===== src/rtl/vector_mem_reader_pkg.sv =====
// Shared types and defaults for the dot-product vector reader/writer.
package vector_mem_reader_pkg;

    localparam int DEF_DATA_WIDTH   = 8;
    localparam int DEF_VECTOR_WIDTH = 4;
    localparam int DEF_ADDR_WIDTH   = 4;

    typedef enum logic [1:0] {
        S_IDLE,
        S_FETCH,
        S_PRESENT,
        S_DONE
    } rd_state_t;

    // Element index must also reach VECTOR_WIDTH (the drain cycle).
    function automatic int idx_width(input int n);
        return $clog2(n + 1);
    endfunction

endpackage


===== src/rtl/vector_mem_reader_if.sv =====
// Memory read bus plus vector handshake of the vector reader.
interface vector_mem_reader_if
    import vector_mem_reader_pkg::*;
#(
    parameter int DATA_WIDTH   = DEF_DATA_WIDTH,
    parameter int VECTOR_WIDTH = DEF_VECTOR_WIDTH,
    parameter int ADDR_WIDTH   = DEF_ADDR_WIDTH
);
    logic                               start;
    logic [ADDR_WIDTH:0]                num_vectors;
    logic                               rd_en;
    logic [ADDR_WIDTH-1:0]              rd_addr;
    logic [DATA_WIDTH-1:0]              rd_data_a;
    logic [DATA_WIDTH-1:0]              rd_data_b;
    logic [VECTOR_WIDTH*DATA_WIDTH-1:0] vec_a;
    logic [VECTOR_WIDTH*DATA_WIDTH-1:0] vec_b;
    logic                               vec_valid;
    logic                               vec_ready;
    logic                               reader_busy;
    logic                               reader_done;
    logic [ADDR_WIDTH:0]                vector_count;

    modport master (
        input  start, num_vectors, rd_data_a, rd_data_b, vec_ready,
        output rd_en, rd_addr, vec_a, vec_b, vec_valid,
        output reader_busy, reader_done, vector_count
    );

    modport slave (
        output start, num_vectors, rd_data_a, rd_data_b, vec_ready,
        input  rd_en, rd_addr, vec_a, vec_b, vec_valid,
        input  reader_busy, reader_done, vector_count
    );
endinterface


===== src/rtl/vector_mem_reader_packer.sv =====
// Element insert register building vec_a/vec_b from returning read data.
module vector_packer
    import vector_mem_reader_pkg::*;
#(
    parameter int DATA_WIDTH   = DEF_DATA_WIDTH,
    parameter int VECTOR_WIDTH = DEF_VECTOR_WIDTH,
    parameter int IW           = idx_width(DEF_VECTOR_WIDTH)
) (
    input  logic                               clk,
    input  logic                               rst_n,
    input  logic                               i_we,
    input  logic [IW-1:0]                      i_idx,
    input  logic [DATA_WIDTH-1:0]              i_data_a,
    input  logic [DATA_WIDTH-1:0]              i_data_b,
    output logic [VECTOR_WIDTH*DATA_WIDTH-1:0] o_vec_a,
    output logic [VECTOR_WIDTH*DATA_WIDTH-1:0] o_vec_b
);
    logic [DATA_WIDTH-1:0] r_a [VECTOR_WIDTH];
    logic [DATA_WIDTH-1:0] r_b [VECTOR_WIDTH];

    always_ff @(posedge clk or negedge rst_n) begin
        if (!rst_n) begin
            for (int k = 0; k < VECTOR_WIDTH; k++) begin
                r_a[k] <= '0;
                r_b[k] <= '0;
            end
        end else begin
            for (int k = 0; k < VECTOR_WIDTH; k++) begin
                if (i_we && i_idx == IW'(k)) begin
                    r_a[k] <= i_data_a;
                    r_b[k] <= i_data_b;
                end
            end
        end
    end

    for (genvar g = 0; g < VECTOR_WIDTH; g++) begin : g_pack
        assign o_vec_a[g*DATA_WIDTH +: DATA_WIDTH] = r_a[g];
        assign o_vec_b[g*DATA_WIDTH +: DATA_WIDTH] = r_b[g];
    end
endmodule


===== src/rtl/vector_mem_reader.sv =====
// Reads num_vectors vector pairs from two memories; stall counter
// available when READER_STALL_CNT_EN is defined.
module vector_mem_reader
    import vector_mem_reader_pkg::*;
#(
    parameter int DATA_WIDTH   = DEF_DATA_WIDTH,
    parameter int VECTOR_WIDTH = DEF_VECTOR_WIDTH,
    parameter int ADDR_WIDTH   = DEF_ADDR_WIDTH
) (
    input  logic                clk,
    input  logic                rst_n,
    vector_mem_reader_if.master bus
`ifdef READER_STALL_CNT_EN
    ,
    output logic [15:0]         stall_cycles
`endif
);
    localparam int IW = idx_width(VECTOR_WIDTH);
    localparam logic [IW-1:0] J_ONE  = IW'(1);
    localparam logic [IW-1:0] J_LAST = IW'(VECTOR_WIDTH);
    localparam logic [ADDR_WIDTH-1:0] A_ONE = ADDR_WIDTH'(1);
    localparam logic [ADDR_WIDTH:0] C_ONE = (ADDR_WIDTH+1)'(1);

    rd_state_t             r_state;
    rd_state_t             w_next;
    logic [ADDR_WIDTH:0]   r_num;
    logic [ADDR_WIDTH:0]   r_count;
    logic [ADDR_WIDTH:0]   w_count_inc;
    logic [ADDR_WIDTH-1:0] r_addr;
    logic [IW-1:0]         r_j;
    logic                  r_cap_we;
    logic [IW-1:0]         r_cap_idx;
    logic                  w_start;
    logic                  w_rd_en;
    logic                  w_xfer;

    assign w_start     = (r_state == S_IDLE) && bus.start;
    assign w_rd_en     = (r_state == S_FETCH) && (r_j < J_LAST);
    assign w_xfer      = (r_state == S_PRESENT) && bus.vec_ready;
    assign w_count_inc = r_count + C_ONE;

    always_comb begin
        w_next = r_state;
        unique case (r_state)
            S_IDLE: begin
                if (bus.start)
                    w_next = (bus.num_vectors == '0) ? S_DONE : S_FETCH;
            end
            // One extra FETCH cycle drains the last read's return data.
            S_FETCH: begin
                if (r_j == J_LAST)
                    w_next = S_PRESENT;
            end
            S_PRESENT: begin
                if (bus.vec_ready)
                    w_next = (w_count_inc < r_num) ? S_FETCH : S_DONE;
            end
            S_DONE: w_next = S_IDLE;
            default: w_next = S_IDLE;
        endcase
    end

    always_ff @(posedge clk or negedge rst_n) begin
        if (!rst_n) begin
            r_state   <= S_IDLE;
            r_num     <= '0;
            r_count   <= '0;
            r_addr    <= '0;
            r_j       <= '0;
            r_cap_we  <= 1'b0;
            r_cap_idx <= '0;
        end else begin
            r_state   <= w_next;
            r_cap_we  <= w_rd_en;
            r_cap_idx <= r_j;
            r_j       <= (r_state == S_FETCH) ? r_j + J_ONE : '0;
            if (w_start) begin
                r_num   <= bus.num_vectors;
                r_count <= '0;
                r_addr  <= '0;
            end else begin
                if (w_xfer)
                    r_count <= w_count_inc;
                if (w_rd_en)
                    r_addr <= r_addr + A_ONE;
            end
        end
    end

    vector_packer #(
        .DATA_WIDTH   (DATA_WIDTH),
        .VECTOR_WIDTH (VECTOR_WIDTH),
        .IW           (IW)
    ) u_packer (
        .clk      (clk),
        .rst_n    (rst_n),
        .i_we     (r_cap_we),
        .i_idx    (r_cap_idx),
        .i_data_a (bus.rd_data_a),
        .i_data_b (bus.rd_data_b),
        .o_vec_a  (bus.vec_a),
        .o_vec_b  (bus.vec_b)
    );

    assign bus.rd_en        = w_rd_en;
    assign bus.rd_addr      = r_addr;
    assign bus.vec_valid    = (r_state == S_PRESENT);
    assign bus.reader_busy  = (r_state == S_FETCH) || (r_state == S_PRESENT);
    assign bus.reader_done  = (r_state == S_DONE);
    assign bus.vector_count = r_count;

`ifdef READER_STALL_CNT_EN
    logic [15:0] r_stall;

    always_ff @(posedge clk or negedge rst_n) begin
        if (!rst_n)
            r_stall <= '0;
        else if (w_start)
            r_stall <= '0;
        else if (r_state == S_PRESENT && !bus.vec_ready && r_stall != 16'hFFFF)
            r_stall <= r_stall + 16'd1;
    end

    assign stall_cycles = r_stall;
`endif
endmodule


===== src/flat_wrapper.sv =====
// flat-port wrapper written by rule: the top's interface ports become plain ports
module vector_mem_reader_flat import vector_mem_reader_pkg::*;
#(
    parameter int DATA_WIDTH   = DEF_DATA_WIDTH,
    parameter int VECTOR_WIDTH = DEF_VECTOR_WIDTH,
    parameter int ADDR_WIDTH   = DEF_ADDR_WIDTH
)
  (clk, rst_n, bus_start, bus_num_vectors, bus_rd_data_a, bus_rd_data_b, bus_vec_ready, bus_rd_en, bus_rd_addr, bus_vec_a, bus_vec_b, bus_vec_valid, bus_reader_busy, bus_reader_done, bus_vector_count);
  vector_mem_reader_if #(.DATA_WIDTH(DATA_WIDTH), .VECTOR_WIDTH(VECTOR_WIDTH), .ADDR_WIDTH(ADDR_WIDTH)) bus_i ();
  input  logic clk;
  input  logic rst_n;
  input wire logic [$bits(bus_i.start)-1:0] bus_start;
  input wire logic [$bits(bus_i.num_vectors)-1:0] bus_num_vectors;
  input wire logic [$bits(bus_i.rd_data_a)-1:0] bus_rd_data_a;
  input wire logic [$bits(bus_i.rd_data_b)-1:0] bus_rd_data_b;
  input wire logic [$bits(bus_i.vec_ready)-1:0] bus_vec_ready;
  output wire logic [$bits(bus_i.rd_en)-1:0] bus_rd_en;
  output wire logic [$bits(bus_i.rd_addr)-1:0] bus_rd_addr;
  output wire logic [$bits(bus_i.vec_a)-1:0] bus_vec_a;
  output wire logic [$bits(bus_i.vec_b)-1:0] bus_vec_b;
  output wire logic [$bits(bus_i.vec_valid)-1:0] bus_vec_valid;
  output wire logic [$bits(bus_i.reader_busy)-1:0] bus_reader_busy;
  output wire logic [$bits(bus_i.reader_done)-1:0] bus_reader_done;
  output wire logic [$bits(bus_i.vector_count)-1:0] bus_vector_count;
  assign bus_i.start = bus_start;
  assign bus_i.num_vectors = bus_num_vectors;
  assign bus_i.rd_data_a = bus_rd_data_a;
  assign bus_i.rd_data_b = bus_rd_data_b;
  assign bus_i.vec_ready = bus_vec_ready;
  assign bus_rd_en = bus_i.rd_en;
  assign bus_rd_addr = bus_i.rd_addr;
  assign bus_vec_a = bus_i.vec_a;
  assign bus_vec_b = bus_i.vec_b;
  assign bus_vec_valid = bus_i.vec_valid;
  assign bus_reader_busy = bus_i.reader_busy;
  assign bus_reader_done = bus_i.reader_done;
  assign bus_vector_count = bus_i.vector_count;
  vector_mem_reader #(.DATA_WIDTH(DATA_WIDTH), .VECTOR_WIDTH(VECTOR_WIDTH), .ADDR_WIDTH(ADDR_WIDTH)) u_core (.clk(clk), .rst_n(rst_n), .bus(bus_i));
endmodule

===== config.mk =====
export PLATFORM = sky130hd
export DESIGN_NAME = vector_mem_reader_flat
export DESIGN_NICKNAME = d
export VERILOG_FILES = /design/src/rtl/vector_mem_reader_pkg.sv /design/src/rtl/vector_mem_reader_if.sv /design/src/rtl/vector_mem_reader_packer.sv /design/src/rtl/vector_mem_reader.sv /design/src/flat_wrapper.sv
export SDC_FILE = /design/constraint.sdc
export NUM_CORES = 1
export LEC_CHECK = 0
export ABC_AREA = 1
export ABC_CLOCK_PERIOD_IN_PS = 2100
export CORE_MARGIN = 2
export CORE_UTILIZATION = 51
export CTS_BUF_LIST = sky130_fd_sc_hd__clkbuf_8
export DETAILED_ROUTE_END_ITERATION = 10
export PLACE_DENSITY = 0.83
export SLEW_MARGIN = 5
export SYNTH_ARGS = -nofsm -noshare
export SYNTH_HDL_FRONTEND = slang
export SYNTH_SLANG_ARGS = --single-unit

===== constraint.sdc =====
create_clock -name clk -period 2.1 [get_ports clk]
set_input_delay 0.315 -clock clk [delete_from_list [all_inputs] [get_ports clk]]
set_output_delay 0.315 -clock clk [all_outputs]
set_load 0.005 [all_outputs]

* After elaboration in Yosys (flattened, before gate mapping)
Index checks and enable logic that the tools add are counted.
Widths: inputs -> output; s select.
** Storage, ports and cells
- Register bits :: 87
- Output and inout port bits :: 77
- Logic and storage cells :: 55
** Cells by class
- Add/sub/neg operators :: 3
- Order comparisons :: 2
- Equality and inequality tests :: 10
- Mux-type cells :: 11
- Reductions and logical operators :: 14
** Operators with widths (count)
- $mux 2 :: 5
- $mux 5 :: 2
- $mux 4 :: 2
- $pmux 2 s4 :: 1
- $logic_and 1x1->1 :: 7
- $eq 3x2->1 const B :: 2
- $add 5x1->5 const B :: 1
- $logic_not 5->1 :: 1
- $lt 5x5->1 :: 1
- $add 4x1->4 const B :: 1
- $eq 2x2->1 const B :: 2
- $ne 2x2->1 const B :: 2
- $reduce_bool 2->1 :: 2
- $add 3x1->3 const B :: 1
- $eq 3x1->1 const B :: 1
- $eq 3x3->1 const B :: 1
- $logic_not 3->1 :: 1
- $lt 3x3->1 const B :: 1
- $mux 3 :: 1
- $reduce_and 3->1 :: 1
- $eq 2x1->1 const B :: 1
- $logic_not 2->1 :: 1
- $ne 2x1->1 const B :: 1
- $logic_or 1x1->1 :: 1

* Longest topological paths before layout
- Depth in word-level cells :: 5
- Depth in mapped cells :: 13
- Mapped depth without buffers :: 13

* By module
Synthesis repeated with hierarchy kept, for this count alone.
** Second synthesis, totals
- Cell total of the unflattened synthesis :: 420
- Area, all modules :: 3829.9 µm²
** By module, submodules not included
- vector_packer :: instances 1, cells an instance 285, area each 2611.3 µm², sequential area each 1601.5 µm²
- vector_mem_reader :: instances 1, cells an instance 135, area each 1218.7 µm², sequential area each 575.6 µm²

* Worst setup path after synthesis
OpenSTA, ideal clock, no wires.
- Path type :: register to register
- From :: reg u_core.r_count[0], in the netlist u_core.bus.vector_count[0]
- To :: reg u_core.r_state[1]
- Data arrival time :: 1694 ps
- Data required time :: 2023 ps
- Setup slack :: 328 ps
- Cell stages (with the launch flop) :: 14
- Period minus slack after synthesis :: 1772 ps
- Path through :: dfrtp_1 -> ha_1 -> nand3_1 -> xor2_1 -> inv_1 -> ha_1 -> nand2_1 -> nor2_1 -> nand2_1 -> nand3_1 -> nand2_1 -> nand2_1 -> nand2_1 -> a21oi_1
** On the way
- Longest elaborated chain between the ends :: 5
** RTL lines
- start, declared :: line vector_mem_reader.sv:27 : logic [ADDR_WIDTH:0] r_count;
- start signal, assigned :: line vector_mem_reader.sv:83 : r_count <= w_count_inc;
- $add 5x1->5 :: line vector_mem_reader.sv:40 : assign w_count_inc = r_count + C_ONE;
- $lt 5x5->1 :: line vector_mem_reader.sv:56 : w_next = (w_count_inc < r_num) ? S_FETCH : S_DONE;
- $mux 2 :: line vector_mem_reader.sv:56
- $mux 2 :: line vector_mem_reader.sv:55 : if (bus.vec_ready)
- $pmux 2 s4 :: line vector_mem_reader.sv:44 : unique case (r_state)
- end signal, assigned :: line vector_mem_reader.sv:73 : r_state <= w_next;
- end, declared :: line vector_mem_reader.sv:24 : rd_state_t r_state;
Every way passes these cells. The select of a mux whose other input is x is not followed.
A chain may end at the register's enable or synchronous reset.

* Worst setup path in the final report
Same ends and word-level chain as after synthesis.

==> summary.md <==
| Metric | Value |
|---|---|
| Number of global-route vias before repair | 2880 |
| Die area | 8500 µm² |
| Peak VDD IR | 0.000757 V |
| Critical path's top delay family | simple AND/OR/NAND/NOR gates |
| Antenna violations before repair | 0 |
| Max-slew violations | 0 |
| Core ar. | 7650 µm² |
| Die H | 92.2 µm |
| CP endpoint | u_core.r_state[1] |
| FMAX | 0.500 GHz |
| Clock latency on the worst-skew pair | 0.36 ns |
| R2r setup slk | 0.10 ns |
| Sink Count | 87 |
| Inserted Diodes | 0 |
| Register share of total power | 0.372 |
| Fin area | 5250 µm² |
| Final wirelength | 8160 µm |
| Hold violation count in the final report | 0 |
| Setup violators final | 0 |
| Crit Path Max Fanout | 6 |
| Wire per inst | 14.2 µm |
| Fill cell count | 565 |
| Largest net degree at the start of global routing | 66 |
| Pint | 0.00531 W |
| R2R Path Start | u_core.bus.vector_count[0] |
| Stages on the worst setup path | 13 |
| Net switching power | 0.00285 W |
| Yosys warnings | 0 |
| RR Endpoint | u_core.r_state[1] |
| Sw Ratio | 0.349 |
| Rows | 32 |
| Combinational Power Share | 0.467 |
| FF+latch count, synth | 87 |
| Worst-Margin Slew | 0.553 ns |
| Clock power share | 0.161 |
| Hold Path Class | primary input to async pin |
| Max_slew headroom | 0.631 |
| Arrival time at the worst endpoint | 2.27 ns |
| Initial core utilization | 0.519 |
| Leakage | 2.45 nW |
| CP max-delay cell | dfrtp_2 |
| Top Metal Used | met4 |
| Die width | 92.2 µm |
| Io pins | 102 |
| CP Launch Type | register |
| CTS tree | done |
| Setup crit start | u_core.bus.vector_count[0] |
| RSZ-0062 raised after global routing | false |
| DRC Markers | 0 |
| Most common cell after layout, fill and taps aside | clkdlybuf4s50_1 |
| TritonRoute pass-1 iters | 4 |
| Post-DP Area | 4980 µm² |
| First-pass GRT wire length | 13700 µm |
| Net count after synthesis | 400 |
| Maxcap violations | 0 |
| ANT nets after route | 0 |
| CP required | 2.37 ns |
| Metal1 wirelength | 3540 µm |
| Cell Pwr Density | 1560 nW/µm² |
| Minimum clock period | 2.00 ns |
| Post-synth cell types | 25 |
| Synthesized instance count | 362 |
| Max clock buf depth | 2 |
| Post-Syn Area per Cell | 11.0 µm² |
| Period utilization | 0.952 |
| Setup TNS | 0 ns |
| GRT Overall Usage | 0.205 |
| DRT iter0 DRCs | 95 |
| Worst path most repeated cell | nand2_1 |
| Post-placement cell count | 554 |
| Total vias in the final route | 2835 |
| Met2 routed WL | 4070 µm |
| Skew final | 0.0143 ns |
| CTS Buf Count | 9 |
| Commonest non-fill, non-tap cells in the layout | clkdlybuf4s50_1 (99), dfrtp_1 (86), nand2_1 (62) |
| Status | complete, no violations |
| Cells on worst reg2reg path | 13 |
| CP max stage delay | 0.45 ns |
| Proportion of layout cells with a drive suffix above 1 | 0.282 |
| Nets | 505 |
| Setup Crit Path Kind | register to register |
| Crit-path cells | ha_2 > nand3_1 > xor2_1 > inv_1 > ha_1 > nand2_1 > nor2_1 > nand2_1 > nand3_1 > nand2_1 > nand2_1 > nand2_1 > a21oi_1 |
| Sequential cell area fraction in the yosys report | 0.549 |
| Grt ovf | 0 |
| Area delta synth->final | 32.3% |
| WP buf/inv | 1 |
| Root buffer cell | clkbuf_8 |
| Buffers on Ports | 101 |
| Final std cells w/o fill | 574 |
| H-tree levels | 3 |
| Clk slew on worst S/H paths | 0.09 ns |
| GPL Wtd Cong | 0.810 |
| Synthesized cell area | 3970 µm² |
| Vias per cell | 4.94 |
| Hpwl dp | 5750 µm |
| Routed length on met3 | 449 µm |
| Worst setup EP type | register |
==> repair_timing <==
action / in CTS / in global routing
hold buffers: 1 / 0
gates resized for setup: 2 / 4
pin swaps: 1 / 0
hold endpoints to repair: 22 / 0
setup buffers: 1 / 2
endpoints found under the setup margin: 1 / 3
==> how the worst min path moves through the flow <==
stage	end	slack [ns]	from
after floorplan	u_core.bus.rd_addr[0]	0.02	rst_n
after global placement	u_core.u_packer.o_vec_b[11]	0.23	rst_n
after detailed placement	u_core.u_packer.o_vec_b[12]	0.23	rst_n
after CTS	u_core.u_packer.o_vec_b[12]	0.38	rst_n
after global routing	u_core.u_packer.o_vec_b[19]	0.42	rst_n
final	u_core.u_packer.o_vec_b[11]	0.39	rst_n
==> sequential cells by signal (all words and copies together), names as in the netlist <==
signal                   flops
u_core.u_packer.o_vec_a     32
u_core.r_cap_we              1
u_core.u_packer.o_vec_b     32
u_core.bus.vector_count      5
u_core.r_j                   3
u_core.bus.rd_addr           4
u_core.r_cap_idx             3
u_core.r_num                 5
u_core.r_state               2
==> Yosys cell counts <==
cell type,instances,area [µm²]
o21ai_1,10,50.1
nand4_1,1,6.26
nor2_1,9,33.8
inv_1,38,143
nor2_4,2,22.5
dfrtp_1,87,2180
nor3_1,3,15.0
inv_2,6,22.5
nand3_1,6,30.0
buf_2,1,5.00
xnor2_1,1,8.76
buf_6,8,90.1
nand2_2,32,200
o221ai_2,1,15.0
xor2_1,4,35.0
o21ai_0,4,20.0
nor2_8,1,20.0
buf_8,4,60.1
o21ai_2,58,508
a21oi_1,5,25.0
nand3_4,4,70.1
nor2_2,1,6.26
ha_1,13,163
nand3_2,1,10.0
nand2_1,62,233
==> metrics by stage <==
stage / setup slack [ns] / hold WS [ns] / total power (W) / utilization
after detailed placement: 0.155 / 0.232 / 0.00683 / 0.651
final: 0.102 / 0.387 / 0.00816 / 0.687
after global routing: 0.00322 / 0.415 / 0.00877 / 0.687
after global placement: 0.277 / 0.225 / 0.00668 / 0.651
after floorplan: 0.328 / 0.0194 / 0.00501 / -
after CTS: 0.0145 / 0.380 / 0.00820 / 0.683
==> per-layer routing <==
layer,global-route usage,vias up
met4,0.0597,0
met5,0,-
met2,0.346,89
met3,0.0485,12
met1,0.266,1357
li1,-,1377
==> cell type report <==
| class | count | area [µm²] | area share |
|---|---|---|---|
| Sequential cell | 87 | 2180 | 0.415 |
| Multi-Input combinational cell | 218 | 1480 | 0.282 |
| Timing Repair Buffer | 107 | 1070 | 0.204 |
| Inverter | 44 | 165 | 0.0315 |
| Clock buffer | 10 | 138 | 0.0262 |
| Tap cell | 102 | 128 | 0.0243 |
| Clock inverter | 6 | 91.3 | 0.0174 |
==> power groups by stage <==
stage / clock network [W] / logic, W / registers [W]
finish: 0.00131 / 0.00381 / 0.00304
global route: 0.00143 / 0.00421 / 0.00314
CTS: 0.00133 / 0.00383 / 0.00304
detailed placement: 0 / 0.00377 / 0.00307
global placement: 0 / 0.00365 / 0.00303
floorplan: 0 / 0.00196 / 0.00305
==> cell families (layout without fill, tap and decap cells) <==
kind of cell,Yosys count,after routing,share of synthesized area
AO/OA/AOI/OAI,78,78,0.156
XOR/XNOR,5,5,0.0110
adder cells (fa/ha/maj),13,13,0.0410
buffers and inverters,57,167,0.0807
flip-flops,87,87,0.549
AND/OR/NAND/NOR,122,122,0.163
Power figures use the tool's default switching activity.
